**src/rtl/key4_enc_if.sv**
```systemverilog
// key4_enc_if: event handshake between the key encoder (master) and the
// downstream 2-to-4 decoder (slave). The head entry's code and rel are
// presented together with code_vld, and the slave accepts an entry with code_rdy.
interface key4_enc_if;
   logic [1:0] code;
   logic       code_vld;
   logic       code_rdy;
   logic       rel;

   modport master (output code, output code_vld, output rel, input code_rdy);
   modport slave  (input code, input code_vld, input rel, output code_rdy);
endinterface

```
**src/rtl/key4_enc.sv**
```systemverilog
// key4_enc: debounced 4-key event encoder.
// Flow: 2-flop sync -> per-key debounce -> edge detect into the pending mask
// -> priority push (lowest index first) -> event FIFO -> valid/ready head.
// Optional macro KEY4_ENC_RELEASE_EN: release edges also become events (rel=1).
module key4_enc #(
   parameter int DEB_CYCLES = 4,
   parameter int FIFO_DEPTH = 4
) (
   input  logic       clk,
   input  logic       rst,
   input  logic [3:0] key,
   key4_enc_if.master bus,
   output logic       ovf,
   input  logic       ovf_clr
);

`ifdef KEY4_ENC_RELEASE_EN
   localparam int NP = 8;   // press bits [3:0], release bits [7:4]
   localparam int IW = 3;   // stored entry is {rel, code}
`else
   localparam int NP = 4;
   localparam int IW = 2;
`endif
   localparam int         PW      = $clog2(FIFO_DEPTH);
   localparam logic [7:0] CNT_MAX = 8'(DEB_CYCLES - 1);

   logic [3:0]    r_sync_p0;
   logic [3:0]    r_sync_p1;
   logic [3:0]    r_deb_p2;
   logic [3:0]    r_deb_p3;
   logic [7:0]    r_cnt [4];
   logic [NP-1:0] r_pend;
   logic          r_ovf;
   logic [IW-1:0] r_mem [FIFO_DEPTH];
   logic [PW-1:0] r_wr;
   logic [PW-1:0] r_rd;
   logic [PW:0]   r_count;

   logic [NP-1:0] w_evt;
   logic [NP-1:0] w_clr;
   logic [IW-1:0] w_idx;
   logic [IW-1:0] w_head;
   logic          w_push;
   logic          w_pop;
   logic          w_vld;
   logic          w_merge;

   // Stage p0/p1: two-flop synchronizer for the asynchronous key lines.
   always_ff @(posedge clk or posedge rst) begin
      if (rst) begin
         r_sync_p0 <= '0;
         r_sync_p1 <= '0;
      end else begin
         r_sync_p0 <= key;
         r_sync_p1 <= r_sync_p0;
      end
   end

   // Stage p2: debounce, a level is accepted after DEB_CYCLES consecutive differing cycles; p3 keeps the previous debounced state for edge detection.
   always_ff @(posedge clk or posedge rst) begin
      if (rst) begin
         r_deb_p2 <= '0;
         r_deb_p3 <= '0;
         for (int i = 0; i < 4; i++) r_cnt[i] <= '0;
      end else begin
         r_deb_p3 <= r_deb_p2;
         for (int i = 0; i < 4; i++) begin
            if (r_sync_p1[i] == r_deb_p2[i]) begin
               r_cnt[i] <= '0;
            end else if (r_cnt[i] == CNT_MAX) begin
               r_deb_p2[i] <= r_sync_p1[i];
               r_cnt[i]    <= '0;
            end else begin
               r_cnt[i] <= r_cnt[i] + 8'd1;
            end
         end
      end
   end

`ifdef KEY4_ENC_RELEASE_EN
   assign w_evt = {r_deb_p3 & ~r_deb_p2, r_deb_p2 & ~r_deb_p3};
`else
   assign w_evt = r_deb_p2 & ~r_deb_p3;
`endif

   // A new event landing on a bit that is already pending merges and is lost.
   assign w_merge = |(w_evt & r_pend);

   // Priority pick of the lowest pending bit; nothing is pushed while the FIFO is full.
   always_comb begin
      w_idx = '0;
      w_clr = '0;
      for (int i = NP - 1; i >= 0; i--) begin
         if (r_pend[i]) w_idx = IW'(i);
      end
      w_push = (|r_pend) && !r_count[PW];
      if (w_push) w_clr[w_idx] = 1'b1;
   end

   // Pending mask: a set in the same cycle as a clear keeps the bit set.
   always_ff @(posedge clk or posedge rst) begin
      if (rst) r_pend <= '0;
      else     r_pend <= (r_pend & ~w_clr) | w_evt;
   end

   // Sticky overflow flag; a merge in the same cycle as ovf_clr keeps it set.
   always_ff @(posedge clk or posedge rst) begin
      if (rst)          r_ovf <= 1'b0;
      else if (w_merge) r_ovf <= 1'b1;
      else if (ovf_clr) r_ovf <= 1'b0;
   end

   assign ovf = r_ovf;

   assign w_vld = |r_count;
   assign w_pop = w_vld && bus.code_rdy;

   // FIFO storage holds data only, so it carries no reset.
   always_ff @(posedge clk) begin
      if (w_push) r_mem[r_wr] <= w_idx;
   end

   // FIFO pointers and occupancy; pointers wrap naturally at the power-of-2 depth.
   always_ff @(posedge clk or posedge rst) begin
      if (rst) begin
         r_wr    <= '0;
         r_rd    <= '0;
         r_count <= '0;
      end else begin
         if (w_push) r_wr <= r_wr + 1'b1;
         if (w_pop)  r_rd <= r_rd + 1'b1;
         case ({w_push, w_pop})
            2'b10:   r_count <= r_count + 1'b1;
            2'b01:   r_count <= r_count - 1'b1;
            default: r_count <= r_count;
         endcase
      end
   end

   assign w_head       = r_mem[r_rd];
   assign bus.code_vld = w_vld;
   assign bus.code     = w_vld ? w_head[1:0] : 2'b00;
`ifdef KEY4_ENC_RELEASE_EN
   assign bus.rel      = w_vld ? w_head[2] : 1'b0;
`else
   assign bus.rel      = 1'b0;
`endif

endmodule

```
**src/flat_wrapper.sv**
```systemverilog
// flat-port wrapper written by rule: the top's interface ports become plain ports
module key4_enc_flat 
#(
   parameter int DEB_CYCLES = 4,
   parameter int FIFO_DEPTH = 4
)
  (clk, rst, key, ovf, ovf_clr, bus_code, bus_code_vld, bus_rel, bus_code_rdy);
  key4_enc_if bus_i ();
  input  logic clk;
  input  logic rst;
  input  logic [3:0] key;
  output logic ovf;
  input  logic ovf_clr;
  output wire logic [$bits(bus_i.code)-1:0] bus_code;
  output wire logic [$bits(bus_i.code_vld)-1:0] bus_code_vld;
  output wire logic [$bits(bus_i.rel)-1:0] bus_rel;
  input wire logic [$bits(bus_i.code_rdy)-1:0] bus_code_rdy;
  assign bus_code = bus_i.code;
  assign bus_code_vld = bus_i.code_vld;
  assign bus_rel = bus_i.rel;
  assign bus_i.code_rdy = bus_code_rdy;
  key4_enc #(.DEB_CYCLES(DEB_CYCLES), .FIFO_DEPTH(FIFO_DEPTH)) u_core (.clk(clk), .rst(rst), .key(key), .bus(bus_i), .ovf(ovf), .ovf_clr(ovf_clr));
endmodule
```
**config.mk**
```make
export PLATFORM = sky130hd
export DESIGN_NAME = key4_enc_flat
export DESIGN_NICKNAME = d
export VERILOG_FILES = /design/src/rtl/key4_enc_if.sv /design/src/rtl/key4_enc.sv /design/src/flat_wrapper.sv
export SDC_FILE = /design/constraint.sdc
export NUM_CORES = 1
export LEC_CHECK = 0
export CAP_MARGIN = 5
export CORE_ASPECT_RATIO = 1.1
export CORE_UTILIZATION = 50
export CTS_BUF_LIST = sky130_fd_sc_hd__clkbuf_2 sky130_fd_sc_hd__clkbuf_4 sky130_fd_sc_hd__clkbuf_8
export DETAILED_ROUTE_END_ITERATION = 7
export GPL_ROUTABILITY_DRIVEN = 0
export HOLD_SLACK_MARGIN = 0.1
export PLACE_DENSITY = 0.78
export SLEW_MARGIN = 10
export SYNTH_ARGS = -nofsm -noshare
export SYNTH_HDL_FRONTEND = slang
export SYNTH_SLANG_ARGS = --single-unit
```
**constraint.sdc**
```tcl
create_clock -name clk -period 2.79 [get_ports clk]
set_clock_uncertainty 0.05 [all_clocks]
set_input_delay 0.837 -clock clk [delete_from_list [all_inputs] [get_ports clk]]
set_output_delay 0.837 -clock clk [all_outputs]
set_load 0.005 [all_outputs]
```
==> impl_metrics.prom <==
# TYPE chip_impl_metric gauge
chip_impl_metric{name="grt_max_degree",unit=""} 61
chip_impl_metric{name="synth_compound_gate_area_share",unit="%"} 8.444
chip_impl_metric{name="ios",unit=""} 13
chip_impl_metric{name="rows",unit=""} 29
chip_impl_metric{name="critical_path_required",unit="ns"} 1.90
chip_impl_info{name="combinational_family_with_the_most_area_after_synthesis",value="simple AND/OR/NAND/NOR gates"} 1
chip_impl_metric{name="postSynthAreaPerCell",unit="um2"} 11.81
chip_impl_metric{name="finalHoldWorstSlack",unit="ns"} 0.2987
chip_impl_metric{name="synth_fp_nets",unit=""} 274
chip_impl_metric{name="cell_internal_pwr",unit="uW"} 2183
chip_impl_info{name="synthFlopType",value="sky130_fd_sc_hd__dfrtp_1"} 1
chip_impl_metric{name="drc",unit=""} 0
chip_impl_info{name="crit_path_end_kind",value="primary output"} 1
chip_impl_metric{name="flow.area_growth_from_synthesis",unit="%"} 13.41
chip_impl_metric{name="grt-ovfl-total",unit=""} 0
chip_impl_metric{name="antenna_violating_nets_post_route",unit=""} 0
chip_impl_metric{name="met3_wirelength",unit="um"} 136
chip_impl_metric{name="synthAdderAreaFrac",unit="%"} 4.387
chip_impl_info{name="route.top_layer_used",value="met4"} 1
chip_impl_metric{name="setup_violations",unit=""} 0
chip_impl_metric{name="placement.io_buffers",unit=""} 11
chip_impl_metric{name="number_of_enable_type_register_cells_in_the_synthesized_netlist",unit=""} 8
chip_impl_metric{name="antenna-diode-count",unit=""} 0
chip_impl_metric{name="worstPathArrival",unit="ns"} 1.83
chip_impl_metric{name="area_of_the_core_region",unit="um2"} 5806
chip_impl_metric{name="finalWirelength",unit="mm"} 4.693
chip_impl_metric{name="worst-path-max-fanout",unit=""} 6
chip_impl_metric{name="path_clk_slew",unit="ns"} 0.07
chip_impl_metric{name="power.clock.fraction",unit="%"} 23.5
chip_impl_metric{name="final_min_period_over_clock_period",unit="%"} 97.32
chip_impl_metric{name="synth.ff_latch_count",unit=""} 68
chip_impl_metric{name="ys_seq_area_share",unit="%"} 57.62
chip_impl_metric{name="leakage",unit="uW"} 0.001457
chip_impl_metric{name="detailed_place_hpwl",unit="mm"} 3.119
chip_impl_metric{name="synthesis.area",unit="um2"} 3023
chip_impl_metric{name="layout_min_cycle_time",unit="ns"} 2.715
chip_impl_info{name="holdCritPathClass",value="reg2reg"} 1
chip_impl_metric{name="synthesized_instance_count",unit=""} 256
chip_impl_metric{name="drtPass1Iterations",unit=""} 4
chip_impl_metric{name="cts.htree.levels",unit=""} 3
chip_impl_metric{name="grt_pass1_wl",unit="mm"} 8.231
chip_impl_metric{name="number_of_buffers_created_by_cts",unit=""} 9
chip_impl_metric{name="post_synth_mux_area_share",unit="%"} 3.684
chip_impl_metric{name="drt-vias-per-instance",unit=""} 5.323
chip_impl_info{name="timing.setup.critical_path_class",value="reg2out"} 1
chip_impl_metric{name="clock.fmax",unit="GHz"} 0.3683
chip_impl_metric{name="clock_latency",unit="ns"} 0.35
chip_impl_metric{name="starting_density",unit="%"} 52.07
chip_impl_metric{name="netlist-cell-type-count",unit=""} 36
chip_impl_metric{name="first_iter_violations",unit=""} 129
chip_impl_info{name="tritoncts",value="yes"} 1
chip_impl_metric{name="report.final.slew_viol_count",unit=""} 0
chip_impl_info{name="critical_path.startpoint_type",value="flip-flop"} 1
chip_impl_metric{name="route.layer.met1.wl",unit="mm"} 2.168
chip_impl_metric{name="synthesis.yosys.warnings",unit=""} 0
chip_impl_metric{name="die_w",unit="um"} 76.14
chip_impl_metric{name="regArea",unit="um2"} 1743
chip_impl_metric{name="comb_power_share",unit="%"} 28.8
chip_impl_metric{name="post-route-util",unit="%"} 59.05
chip_impl_metric{name="netSwitchingPower",unit="uW"} 1057
chip_impl_metric{name="clock-sinks",unit=""} 68
chip_impl_metric{name="synth-xor-area-share",unit="%"} 6.664
chip_impl_info{name="rsz0062_at_grt",value="false"} 1
chip_impl_metric{name="share_seq_of_total_power",unit="%"} 47.7
chip_impl_metric{name="wl_per_cell",unit="um"} 13.07
chip_impl_metric{name="number_of_nets_in_the_layout",unit=""} 295
chip_impl_metric{name="swShare",unit="%"} 32.62
chip_impl_metric{name="async_reset_ff_share",unit="%"} 88.24
chip_impl_metric{name="cellPowerDensity",unit="nW/um2"} 945.2
chip_impl_metric{name="multi_input_area",unit="um2"} 1179
chip_impl_metric{name="first_global_vias",unit=""} 1881
chip_impl_info{name="clock-root-buffer",value="sky130_fd_sc_hd__clkbuf_8"} 1
chip_impl_metric{name="fill_count",unit=""} 487
chip_impl_metric{name="timing.max_cap.violations",unit=""} 0
chip_impl_metric{name="clock_tree.buffer_depth",unit=""} 2
chip_impl_metric{name="gr-usage-all-layers",unit="%"} 16.96
chip_impl_metric{name="timing.final.hold_violations",unit=""} 0
chip_impl_metric{name="grt_antenna_before_repair",unit=""} 0
chip_impl_metric{name="die_h",unit="um"} 83.55
chip_impl_info{name="status",value="complete, no violations"} 1
chip_impl_metric{name="met2RoutedLength",unit="mm"} 2.237
chip_impl_metric{name="setup_total_negative_slack",unit="ns"} 0
chip_impl_metric{name="power.ir.vdd_worst",unit="V"} 0.0003690
chip_impl_metric{name="route.vias.total",unit=""} 1911
chip_impl_metric{name="cts_hold_buf",unit=""} 0
chip_impl_metric{name="final_layout_size_suffix_gt1_share",unit="%"} 11.70
chip_impl_metric{name="dieArea",unit="um2"} 6361
chip_impl_metric{name="worst-slew-pin-transition",unit="ns"} 0.5435
chip_impl_metric{name="synth_simple_gate_area_share",unit="%"} 15.69
chip_impl_metric{name="max_slew_margin",unit="%"} 63.77
## area by class of cell
class,count,area share (%)
inverters,20,2.190
clock buffers,14,5.255
well taps,77,2.810
flip-flops and latches,68,50.84
repair buffers,14,4.234
clock inverters,2,0.2920
multi-input cells,164,34.38
## worst max-delay path, stage by stage (launching register included)
cell	delay, ns
sky130_fd_sc_hd__dfrtp_1	0.44
sky130_fd_sc_hd__or3_1	0.44
sky130_fd_sc_hd__and2_1	0.17
sky130_fd_sc_hd__clkdlybuf4s50_1	0.43
## synth_stat cells, types with 2 or more instances
library cell / n / area share [%]
sky130_fd_sc_hd__ha_1: 9 / 3.7
sky130_fd_sc_hd__or3_1: 15 / 3.1
sky130_fd_sc_hd__nand4_1: 5 / 1.0
sky130_fd_sc_hd__o21ai_1: 3 / 0.50
sky130_fd_sc_hd__dfrtp_1: 60 / 50
sky130_fd_sc_hd__nand3_1: 18 / 3.0
sky130_fd_sc_hd__xnor2_1: 9 / 2.6
sky130_fd_sc_hd__mux2_1: 5 / 1.9
sky130_fd_sc_hd__nand3b_1: 2 / 0.50
sky130_fd_sc_hd__inv_1: 20 / 2.5
sky130_fd_sc_hd__or4_4: 2 / 0.74
sky130_fd_sc_hd__mux4_2: 2 / 1.5
sky130_fd_sc_hd__a21oi_1: 13 / 2.2
sky130_fd_sc_hd__nor2_1: 24 / 3.0
sky130_fd_sc_hd__and2_1: 8 / 1.7
sky130_fd_sc_hd__nor4_2: 3 / 1.2
sky130_fd_sc_hd__o21ai_0: 14 / 2.3
sky130_fd_sc_hd__o41ai_4: 2 / 1.8
sky130_fd_sc_hd__xor2_1: 14 / 4.1
sky130_fd_sc_hd__edfxtp_1: 8 / 7.9
sky130_fd_sc_hd__nand2_1: 5 / 0.62
## placed cells by master (no fill, tap or decap), types with 2 or more instances in the layout
cell type                          n
sky130_fd_sc_hd__a21oi_1          13
sky130_fd_sc_hd__and2_1            8
sky130_fd_sc_hd__buf_4             2
sky130_fd_sc_hd__clkbuf_4          2
sky130_fd_sc_hd__clkbuf_8         12
sky130_fd_sc_hd__clkdlybuf4s50_1  11
sky130_fd_sc_hd__clkinv_2          2
sky130_fd_sc_hd__dfrtp_1          59
sky130_fd_sc_hd__edfxtp_1          8
sky130_fd_sc_hd__ha_1              9
sky130_fd_sc_hd__inv_1            19
sky130_fd_sc_hd__mux2_1            5
sky130_fd_sc_hd__mux4_2            2
sky130_fd_sc_hd__nand2_1           5
sky130_fd_sc_hd__nand3_1          18
sky130_fd_sc_hd__nand3b_1          2
sky130_fd_sc_hd__nand4_1           5
sky130_fd_sc_hd__nor2_1           24
sky130_fd_sc_hd__nor4_2            3
sky130_fd_sc_hd__o21ai_0          14
sky130_fd_sc_hd__o21ai_1           3
sky130_fd_sc_hd__o41ai_4           2
sky130_fd_sc_hd__or3_1            15
sky130_fd_sc_hd__or4_4             2
sky130_fd_sc_hd__xnor2_1           9
sky130_fd_sc_hd__xor2_1           14
## worst paths after layout
check	endpoint	from	slack, ns	cells past startpoint
worst max-delay path	bus_code[1]	u_core.r_count[2]$_DFFE_PP0P_	0.07	3
worst min-delay path	u_core.r_sync_p1[2]$_DFF_PP0_	u_core.r_sync_p0[2]$_DFF_PP0_	0.30	0
worst max register to register	u_core.r_count[2]$_DFFE_PP0P_	u_core.r_count[2]$_DFFE_PP0P_	0.67	8
worst min register to register	u_core.r_sync_p1[2]$_DFF_PP0_	u_core.r_sync_p0[2]$_DFF_PP0_	0.30	0
max in group asynchronous	u_core.r_rd[0]$_DFFE_PP0P_	rst	1.60	3
min in group asynchronous	u_core.r_pend[1]$_DFF_PP0_	rst	0.82	3
## logic make-up after synthesis
group | after synthesis
XOR/XNOR | 23
other | 1
AND/OR/NAND/NOR | 85
multiplexers | 8
buffers and inverters | 24
flip-flops | 68
adder cells (fa/ha/maj) | 10
AO/OA/AOI/OAI | 37
## flip-flops by register name (all words and copies together), names as in the netlist
name              flops
u_core.r_rd           2
u_core.r_sync_p0      4
u_core.ovf            1
u_core.r_cnt         32
u_core.r_sync_p1      4
u_core.r_wr           2
u_core.r_deb_p3       4
u_core.r_count        3
u_core.r_deb_p2       4
u_core.r_mem          8
u_core.r_pend         4
## metrics by stage
| stage | worst slack (ns) | instance area (um2) | power (uW) | std cells |
|---|---|---|---|---|
| 6_report | 0.07467 | 3428 | 3241 | 359 |
| 2_1_floorplan | 0.4183 | 3023 | 2202 | 256 |
| 3_3_place_gp | 0.1804 | 3222 | 2418 | 341 |
| 4_1_cts | 0.02198 | 3413 | 3254 | 357 |
| 3_5_place_dp | 0.1346 | 3222 | 2481 | 341 |
| 5_1_grt | 0.002025 | 3428 | 3467 | 359 |
## power groups by stage
stage	combinational (uW)	clock, uW	sequential (uW)
2_1_floorplan	724	0	1480
4_1_cts	926	780	1550
5_1_grt	1060	820	1590
6_report	933	763	1540
3_5_place_dp	916	0	1560
3_3_place_gp	872	0	1550
## repair_timing
action,in CTS,in global routing
pin swaps,0,0
setup buffers,0,2
endpoints found under the setup margin,2,1
resized for setup,1,0
hold endpoints to repair,0,0
## metal layers
metal,vias to the layer above,GRT usage [%]
met1,943,20.63
met3,14,3.825
met4,0,12.06
li1,925,-
met5,-,0
met2,29,26.78
(Power assumes the default switching activity.)
